### config.mk
export PLATFORM = sky130hd
export DESIGN_NAME = id_ex_bubble_stage_flat
export DESIGN_NICKNAME = d
export VERILOG_FILES = /design/src/rtl/core_pkg.sv /design/src/rtl/id_ex_bubble_stage_if.sv /design/src/rtl/id_ex_bubble_stage_operand_fwd_mux.sv /design/src/rtl/id_ex_bubble_stage.sv /design/src/flat_wrapper.sv
export SDC_FILE = /design/constraint.sdc
export NUM_CORES = 1
export LEC_CHECK = 0
export BUFFER_PORTS_ARGS = -buffer_cell sky130_fd_sc_hd__buf_2
export CAP_MARGIN = 20
export CORE_MARGIN = 3
export CORE_UTILIZATION = 51
export CTS_BUF_LIST = sky130_fd_sc_hd__clkbuf_8 sky130_fd_sc_hd__clkbuf_16
export DETAILED_ROUTE_END_ITERATION = 6
export PLACE_DENSITY_LB_ADDON = 0.15
export SLEW_MARGIN = 10
export SYNTH_ARGS = -nofsm -noshare
export SYNTH_HDL_FRONTEND = slang
export SYNTH_HIERARCHICAL = 1
export SYNTH_SLANG_ARGS = --single-unit
### constraint.sdc
create_clock -name clk -period 2.75 [get_ports clk]
set_input_delay 0.1375 -clock clk [delete_from_list [all_inputs] [get_ports clk]]
set_output_delay 0.1375 -clock clk [all_outputs]
set_load 0.02 [all_outputs]
### src/rtl/core_pkg.sv
// core_pkg: shared constants, decode bundle type and ID/EX FSM encoding
package core_pkg;
  localparam int XLEN = 32;
  localparam int CTRL_W = 8;
  localparam int CTRL_REG_WRITE = 0;
  localparam int CTRL_MEM_READ = 1;
  localparam int CTRL_MEM_WRITE = 2;
  localparam int CTRL_MEM_TO_REG = 3;
  localparam int CTRL_ALU_SRC = 4;
  localparam int CTRL_BRANCH = 5;
  localparam int CTRL_JUMP = 6;
  localparam logic [3:0] ALU_ADD = 4'd0;
  localparam logic [3:0] ALU_SUB = 4'd1;
  localparam logic [3:0] ALU_AND = 4'd2;
  localparam logic [3:0] ALU_OR = 4'd3;
  localparam logic [3:0] ALU_XOR = 4'd4;
  localparam logic [3:0] ALU_SLL = 4'd5;
  localparam logic [3:0] ALU_SRL = 4'd6;
  localparam logic [3:0] ALU_SRA = 4'd7;
  localparam logic [3:0] ALU_SLT = 4'd8;
  localparam logic [3:0] ALU_SLTU = 4'd9;
  typedef enum logic {RUN = 1'b0, BUBBLE = 1'b1} state_t;
  typedef struct packed {
    logic valid;
    logic [XLEN-1:0] pc;
    logic [4:0] rs1;
    logic [4:0] rs2;
    logic [4:0] rd;
    logic [XLEN-1:0] rs1_data;
    logic [XLEN-1:0] rs2_data;
    logic [XLEN-1:0] imm;
    logic [3:0] alu_op;
    logic [CTRL_W-1:0] ctrl;
  } bundle_t;
endpackage

### src/rtl/id_ex_bubble_stage_if.sv
// id_ex_bubble_stage_if: decode-side inputs, hazard/forward controls and EX-side outputs
interface id_ex_bubble_stage_if #(parameter int CNT_W = 16);
  import core_pkg::*;
  logic id_valid;
  logic [XLEN-1:0] id_pc;
  logic [4:0] id_rs1;
  logic [4:0] id_rs2;
  logic [4:0] id_rd;
  logic [XLEN-1:0] id_rs1_data;
  logic [XLEN-1:0] id_rs2_data;
  logic [XLEN-1:0] id_imm;
  logic [3:0] id_alu_op;
  logic [CTRL_W-1:0] id_ctrl;
  logic enable_bubble;
  logic enable_rs1_forward_from_wb;
  logic enable_rs2_forward_from_wb;
  logic [XLEN-1:0] wb_data;
  logic flush;
  logic stall_if_id;
  logic ex_valid;
  logic [XLEN-1:0] ex_pc;
  logic [XLEN-1:0] ex_rs1_data;
  logic [XLEN-1:0] ex_rs2_data;
  logic [XLEN-1:0] ex_imm;
  logic [4:0] ex_rs1;
  logic [4:0] ex_rs2;
  logic [4:0] ex_rd;
  logic [3:0] ex_alu_op;
  logic [CTRL_W-1:0] ex_ctrl;
  logic [CNT_W-1:0] stall_count;
  modport master (
    output id_valid, id_pc, id_rs1, id_rs2, id_rd, id_rs1_data, id_rs2_data, id_imm, id_alu_op, id_ctrl,
    output enable_bubble, enable_rs1_forward_from_wb, enable_rs2_forward_from_wb, wb_data, flush,
    input stall_if_id, ex_valid, ex_pc, ex_rs1_data, ex_rs2_data, ex_imm, ex_rs1, ex_rs2, ex_rd,
    input ex_alu_op, ex_ctrl, stall_count
  );
  modport slave (
    input id_valid, id_pc, id_rs1, id_rs2, id_rd, id_rs1_data, id_rs2_data, id_imm, id_alu_op, id_ctrl,
    input enable_bubble, enable_rs1_forward_from_wb, enable_rs2_forward_from_wb, wb_data, flush,
    output stall_if_id, ex_valid, ex_pc, ex_rs1_data, ex_rs2_data, ex_imm, ex_rs1, ex_rs2, ex_rd,
    output ex_alu_op, ex_ctrl, stall_count
  );
endinterface

### src/rtl/id_ex_bubble_stage_operand_fwd_mux.sv
// operand_fwd_mux: picks WB result or register-file data, x0 always reads zero
module operand_fwd_mux
  import core_pkg::*;
(
  input  logic [4:0]      i_rs,
  input  logic            i_fwd,
  input  logic [XLEN-1:0] i_rf_data,
  input  logic [XLEN-1:0] i_wb_data,
  output logic [XLEN-1:0] o_op
);
  assign o_op = (i_rs == 5'd0) ? '0 : i_fwd ? i_wb_data : i_rf_data;
endmodule

### src/rtl/id_ex_bubble_stage.sv
// id_ex_bubble_stage: ID/EX register with load-use bubble, replay and WB operand forwarding
module id_ex_bubble_stage
  import core_pkg::*;
#(
  parameter int CNT_W = 16
) (
  input logic clk,
  input logic reset,
  id_ex_bubble_stage_if.slave bus
);
  state_t r_state, w_next;
  bundle_t r_ex, r_hold, w_id, w_src, w_load;
  logic [CNT_W-1:0] r_stall_count;
  logic [XLEN-1:0] w_op1, w_op2;
  logic w_bubble, w_nop;
  assign w_id = '{valid: bus.id_valid, pc: bus.id_pc, rs1: bus.id_rs1, rs2: bus.id_rs2, rd: bus.id_rd,
                  rs1_data: bus.id_rs1_data, rs2_data: bus.id_rs2_data, imm: bus.id_imm,
                  alu_op: bus.id_alu_op, ctrl: bus.id_ctrl};
  assign w_src = (r_state == BUBBLE) ? r_hold : w_id;
  operand_fwd_mux u_fwd1 (
    .i_rs(w_src.rs1), .i_fwd(bus.enable_rs1_forward_from_wb),
    .i_rf_data(w_src.rs1_data), .i_wb_data(bus.wb_data), .o_op(w_op1)
  );
  operand_fwd_mux u_fwd2 (
    .i_rs(w_src.rs2), .i_fwd(bus.enable_rs2_forward_from_wb),
    .i_rf_data(w_src.rs2_data), .i_wb_data(bus.wb_data), .o_op(w_op2)
  );
  // state register
  always_ff @(posedge clk)
    r_state <= reset ? RUN : w_next;
  // a bubble always lasts exactly one cycle, so BUBBLE unconditionally returns to RUN
  always_comb
    w_next = (r_state == RUN && w_bubble) ? BUBBLE : RUN;
  // bubble/stall decision and the bundle presented to EX; flush overrides the bubble request
  always_comb begin
    w_bubble = (r_state == RUN) && !bus.flush && bus.id_valid && bus.enable_bubble;
    w_nop = bus.flush || w_bubble;
    w_load = w_src;
    w_load.rs1_data = w_op1;
    w_load.rs2_data = w_op2;
  end
  assign bus.stall_if_id = w_bubble && !reset;
  // EX register, one-shot hold of the stalled bundle, saturating bubble counter
  always_ff @(posedge clk) begin
    if (reset) begin
      r_ex <= '0;
      r_hold <= '0;
      r_stall_count <= '0;
    end else begin
      r_ex <= w_nop ? '0 : w_load;
      r_hold <= w_bubble ? w_id : '0;
      r_stall_count <= r_stall_count + CNT_W'(w_bubble && !(&r_stall_count));
    end
  end
  assign bus.ex_valid = r_ex.valid;
  assign bus.ex_pc = r_ex.pc;
  assign bus.ex_rs1 = r_ex.rs1;
  assign bus.ex_rs2 = r_ex.rs2;
  assign bus.ex_rd = r_ex.rd;
  assign bus.ex_rs1_data = r_ex.rs1_data;
  assign bus.ex_rs2_data = r_ex.rs2_data;
  assign bus.ex_imm = r_ex.imm;
  assign bus.ex_alu_op = r_ex.alu_op;
  assign bus.ex_ctrl = r_ex.ctrl;
  assign bus.stall_count = r_stall_count;
endmodule

### src/flat_wrapper.sv
// flat-port wrapper written by rule: the top's interface ports become plain ports
module id_ex_bubble_stage_flat import core_pkg::*;
#(
  parameter int CNT_W = 16
)
  (clk, reset, bus_id_valid, bus_id_pc, bus_id_rs1, bus_id_rs2, bus_id_rd, bus_id_rs1_data, bus_id_rs2_data, bus_id_imm, bus_id_alu_op, bus_id_ctrl, bus_enable_bubble, bus_enable_rs1_forward_from_wb, bus_enable_rs2_forward_from_wb, bus_wb_data, bus_flush, bus_stall_if_id, bus_ex_valid, bus_ex_pc, bus_ex_rs1_data, bus_ex_rs2_data, bus_ex_imm, bus_ex_rs1, bus_ex_rs2, bus_ex_rd, bus_ex_alu_op, bus_ex_ctrl, bus_stall_count);
  id_ex_bubble_stage_if #(.CNT_W(CNT_W)) bus_i ();
  input logic clk;
  input logic reset;
  input wire logic [$bits(bus_i.id_valid)-1:0] bus_id_valid;
  input wire logic [$bits(bus_i.id_pc)-1:0] bus_id_pc;
  input wire logic [$bits(bus_i.id_rs1)-1:0] bus_id_rs1;
  input wire logic [$bits(bus_i.id_rs2)-1:0] bus_id_rs2;
  input wire logic [$bits(bus_i.id_rd)-1:0] bus_id_rd;
  input wire logic [$bits(bus_i.id_rs1_data)-1:0] bus_id_rs1_data;
  input wire logic [$bits(bus_i.id_rs2_data)-1:0] bus_id_rs2_data;
  input wire logic [$bits(bus_i.id_imm)-1:0] bus_id_imm;
  input wire logic [$bits(bus_i.id_alu_op)-1:0] bus_id_alu_op;
  input wire logic [$bits(bus_i.id_ctrl)-1:0] bus_id_ctrl;
  input wire logic [$bits(bus_i.enable_bubble)-1:0] bus_enable_bubble;
  input wire logic [$bits(bus_i.enable_rs1_forward_from_wb)-1:0] bus_enable_rs1_forward_from_wb;
  input wire logic [$bits(bus_i.enable_rs2_forward_from_wb)-1:0] bus_enable_rs2_forward_from_wb;
  input wire logic [$bits(bus_i.wb_data)-1:0] bus_wb_data;
  input wire logic [$bits(bus_i.flush)-1:0] bus_flush;
  output wire logic [$bits(bus_i.stall_if_id)-1:0] bus_stall_if_id;
  output wire logic [$bits(bus_i.ex_valid)-1:0] bus_ex_valid;
  output wire logic [$bits(bus_i.ex_pc)-1:0] bus_ex_pc;
  output wire logic [$bits(bus_i.ex_rs1_data)-1:0] bus_ex_rs1_data;
  output wire logic [$bits(bus_i.ex_rs2_data)-1:0] bus_ex_rs2_data;
  output wire logic [$bits(bus_i.ex_imm)-1:0] bus_ex_imm;
  output wire logic [$bits(bus_i.ex_rs1)-1:0] bus_ex_rs1;
  output wire logic [$bits(bus_i.ex_rs2)-1:0] bus_ex_rs2;
  output wire logic [$bits(bus_i.ex_rd)-1:0] bus_ex_rd;
  output wire logic [$bits(bus_i.ex_alu_op)-1:0] bus_ex_alu_op;
  output wire logic [$bits(bus_i.ex_ctrl)-1:0] bus_ex_ctrl;
  output wire logic [$bits(bus_i.stall_count)-1:0] bus_stall_count;
  assign bus_i.id_valid = bus_id_valid;
  assign bus_i.id_pc = bus_id_pc;
  assign bus_i.id_rs1 = bus_id_rs1;
  assign bus_i.id_rs2 = bus_id_rs2;
  assign bus_i.id_rd = bus_id_rd;
  assign bus_i.id_rs1_data = bus_id_rs1_data;
  assign bus_i.id_rs2_data = bus_id_rs2_data;
  assign bus_i.id_imm = bus_id_imm;
  assign bus_i.id_alu_op = bus_id_alu_op;
  assign bus_i.id_ctrl = bus_id_ctrl;
  assign bus_i.enable_bubble = bus_enable_bubble;
  assign bus_i.enable_rs1_forward_from_wb = bus_enable_rs1_forward_from_wb;
  assign bus_i.enable_rs2_forward_from_wb = bus_enable_rs2_forward_from_wb;
  assign bus_i.wb_data = bus_wb_data;
  assign bus_i.flush = bus_flush;
  assign bus_stall_if_id = bus_i.stall_if_id;
  assign bus_ex_valid = bus_i.ex_valid;
  assign bus_ex_pc = bus_i.ex_pc;
  assign bus_ex_rs1_data = bus_i.ex_rs1_data;
  assign bus_ex_rs2_data = bus_i.ex_rs2_data;
  assign bus_ex_imm = bus_i.ex_imm;
  assign bus_ex_rs1 = bus_i.ex_rs1;
  assign bus_ex_rs2 = bus_i.ex_rs2;
  assign bus_ex_rd = bus_i.ex_rd;
  assign bus_ex_alu_op = bus_i.ex_alu_op;
  assign bus_ex_ctrl = bus_i.ex_ctrl;
  assign bus_stall_count = bus_i.stall_count;
  id_ex_bubble_stage #(.CNT_W(CNT_W)) u_core (.clk(clk), .reset(reset), .bus(bus_i));
endmodule
==> impl_metrics.py <==
metrics = {
    "global_routing": {
        "grt_pass1_vias": 9848,
        "grt_overflow": 0,
        "grt_use_total_pct": 25.7,
        "antenna_found_initial": 3,
        "grt_pass1_wl_um": 53400,
        "grt_max_degree": 121,
    },
    "synthesis": {
        "synth_area_leaders": "dfxtp_1, mux2i_1, and2_1, mux2_2, and3_1",
        "ys_warn_count": 6,
        "netlist_instances": 1085,
        "yosys.area.top_type": "dfxtp_1",
        "yosysSeqAreaShare_pct": 55.3,
        "synth.distinct_cells": 34,
        "async_reset_ff_share_pct": 0,
        "yosysMostFrequentCell": "dfxtp_1",
        "synth_commonest_cells": "dfxtp_1, and2_1, mux2i_1",
        "synth.avg_cell_area_um2": 11.0,
        "syn-num-nets": 1282,
        "synthFlopType": "dfxtp_1",
        "synth_top_area_share_pct": 55.3,
        "ys_seq_elements": 329,
        "synthesis.area_um2": 11900,
        "synth_edf_count": 0,
    },
    "routing": {
        "ant_nets": 0,
        "routed_wl_um": 33500,
        "num_vias": 9601,
        "drtPass1Iterations": 5,
        "drc": 0,
        "routedWlPerCell_um": 17.4,
        "viasPerCell": 4.98,
        "first_iter_violations": 625,
    },
    "floorplan": {
        "rows": 55,
        "die_height_um": 159,
        "die_w_um": 159,
        "ios": 367,
        "coreArea_um2": 22800,
        "die_area_um2": 25200,
        "start_util_pct": 52.3,
    },
    "run": {
        "max-cap-violations": 0,
    },
    "timing": {
        "setup_viol": 0,
        "skew_ps": 17.6,
        "rsz0062_at_grt": "false",
        "relSlewSlack_pct": 38.4,
        "tightest_slew_ps": 924,
        "hold_viol_final": 0,
        "setup_tns_ps": 0,
        "slew_violations": 0,
        "finalCritPeriodShare_pct": 91.0,
        "fmax_mhz": 400,
        "fin_crit_ps": 2500,
        "fin_ws_ps": 248,
    },
    "cts": {
        "ctsHtreeMaxLevel": 2,
        "clock-sinks": 329,
        "insertion_delay_ps": 510,
        "cts_root_buffer": "clkbuf_16",
        "cts_tree": "done",
        "cts_setup_buffers": 0,
        "clock_path_buffers": 3,
        "cts_inserted_buffers": 35,
        "clkTransAtPathRegs_ps": 60,
    },
    "placement": {
        "dp_cells": 1702,
        "place_ws_ps": 309,
        "globalplace.congestion": 0.847,
        "io_buffers": 366,
        "dp_hpwl_um": 20300,
    },
    "worst_setup_path": {
        "required_ps": 3140,
        "critPathMaxFanout": 6,
        "worstRegToRegCells": 8,
        "critical_path.most_common_cell": "ha_1",
        "crit_path_max_incr_delay_ps": 590,
        "start_kind": "flop",
        "cp-end-kind": "flop",
        "crit_slowest_cell": "or4_1",
        "crit_type": "reg2reg",
        "cp.arrival_ps": 2890,
        "path_cells": "nand4_1, or4_1, o21a_1, ha_1, ha_1, nand3_1, nor4_1, mux2_2",
    },
    "final_layout": {
        "fin_util_pct": 73.4,
        "fin_cells": 1926,
        "syn2layout_area_growth_pct": 40.3,
        "fin_nets": 1780,
        "drive_gt1_share_pct": 33.2,
    },
    "pwr": {
        "peakVddDrop_uv": 452,
        "powerDensity_nw_per_um2": 654,
        "power_leakage_nw": 7.87,
    },
    "worst_hold_path": {
        "holdCritPathClass": "in2reg",
        "min_path_cells": 4,
    },
    "outcome": {
        "status": "completed",
    },
}
## routing by layer
metal | share of wire, % | GRT usage [%] | vias up
li1 | - | - | 4664
met3 | 7.5 | 6.42 | 72
met1 | 42 | 32.3 | 4509
met4 | 2.7 | 8.67 | 0
met5 | 0 | 0 | -
met2 | 48 | 43.4 | 356
## path summary, 6_finish.rpt
| check | startpoint | to | slack (ps) |
|---|---|---|---|
| worst min register to register | u_core/r_hold[155] | u_core/bus.ex_valid | 460 |
| worst max-delay path | u_core/bus.stall_count[9] | u_core/bus.stall_count[14] | 250 |
| worst min-delay path | bus_wb_data[1] | u_core/bus.ex_rs2_data[1] | 40 |
| worst max register to register | u_core/bus.stall_count[9] | u_core/bus.stall_count[14] | 250 |
## stage by stage
stage          total power, mW  hold WS (ps)  instance area, um2
2_1_floorplan             5.58           217               11900
3_3_place_gp              5.93           349               13900
3_5_place_dp              5.95           354               13900
4_1_cts                   11.0          19.1               16700
5_1_grt                   11.3          52.0               16700
6_report                  10.9          44.3               16700
## sequential cells by signal (all words and copies together), names as in the netlist
name and count:
u_core/r_hold 156, u_core/bus.ex_imm 32, u_core/bus.ex_pc 32, u_core/bus.ex_rs1_data 32, u_core/bus.ex_rs2_data 32, u_core/bus.stall_count 16
u_core/bus.ex_ctrl 8, u_core/bus.ex_rd 5, u_core/bus.ex_rs1 5, u_core/bus.ex_rs2 5, u_core/bus.ex_alu_op 4, u_core/bus.ex_valid 1
u_core/r_state 1
## repair_timing
action,4_1_cts,5_1_grt
hold endpoints to repair,239,0
resized for setup,0,0
hold buffers,157,0
## worst max-delay path: cells and delay by family (launching register included)
family                     cells  cell delay (ps)
and+or+nand+nor                4             1070
adders and majority gates      2              460
DFF                            1              400
muxes                          1              270
AOI/OAI and AO/OA              1              180
## final cells by class
class,count,area [um2]
sequential,329,6590
fill,1570,6060
multi-input combinational,669,4910
timing repair buffer,544,3590
clock buffer,44,1010
tap,313,392
clock inverter,20,213
inverter,4,15.0
antenna,3,7.51
## placed cells by master (no fill, tap or decap), drive strengths merged
| master | instances |
|---|---|
| buf | 387 |
| dfxtp | 329 |
| dlygate4sd3 | 157 |
| and2 | 155 |
| mux2i | 146 |
| nor2 | 91 |
| mux2 | 78 |
| and3 | 74 |
| a21oi | 71 |
| clkbuf | 44 |
| inv | 14 |
| nor2b | 6 |
| nand4 | 6 |
| nor4 | 6 |
| nand3 | 5 |
| or4 | 5 |
| nand2 | 5 |
| bufinv | 4 |
| o31ai | 4 |
| clkinv | 4 |
| diode | 3 |
| o21ai | 3 |
| ha | 3 |
| or3 | 3 |
| nor3 | 3 |
| clkinvlp | 2 |
| xnor2 | 2 |
| nand3b | 1 |
| o21a | 1 |
| xor2 | 1 |
## kinds of logic after synthesis
family / share of synthesized area, %
buffers and inverters: 3.66
multiplexers: 19.6
XOR/XNOR: 0.221
flip-flops: 55.3
adder cells (fa/ha/maj): 0.315
AO/OA/AOI/OAI: 3.55
AND/OR/NAND/NOR: 17.3
## report_power, final
group / internal [mW] / switching (mW) / total [mW]
clock: 2.99 / 1.90 / 4.88
combinational: 0.544 / 0.566 / 1.11
sequential: 4.90 / 0.0399 / 4.94
total: 8.43 / 2.50 / 10.9
(Power assumes the default switching activity.)
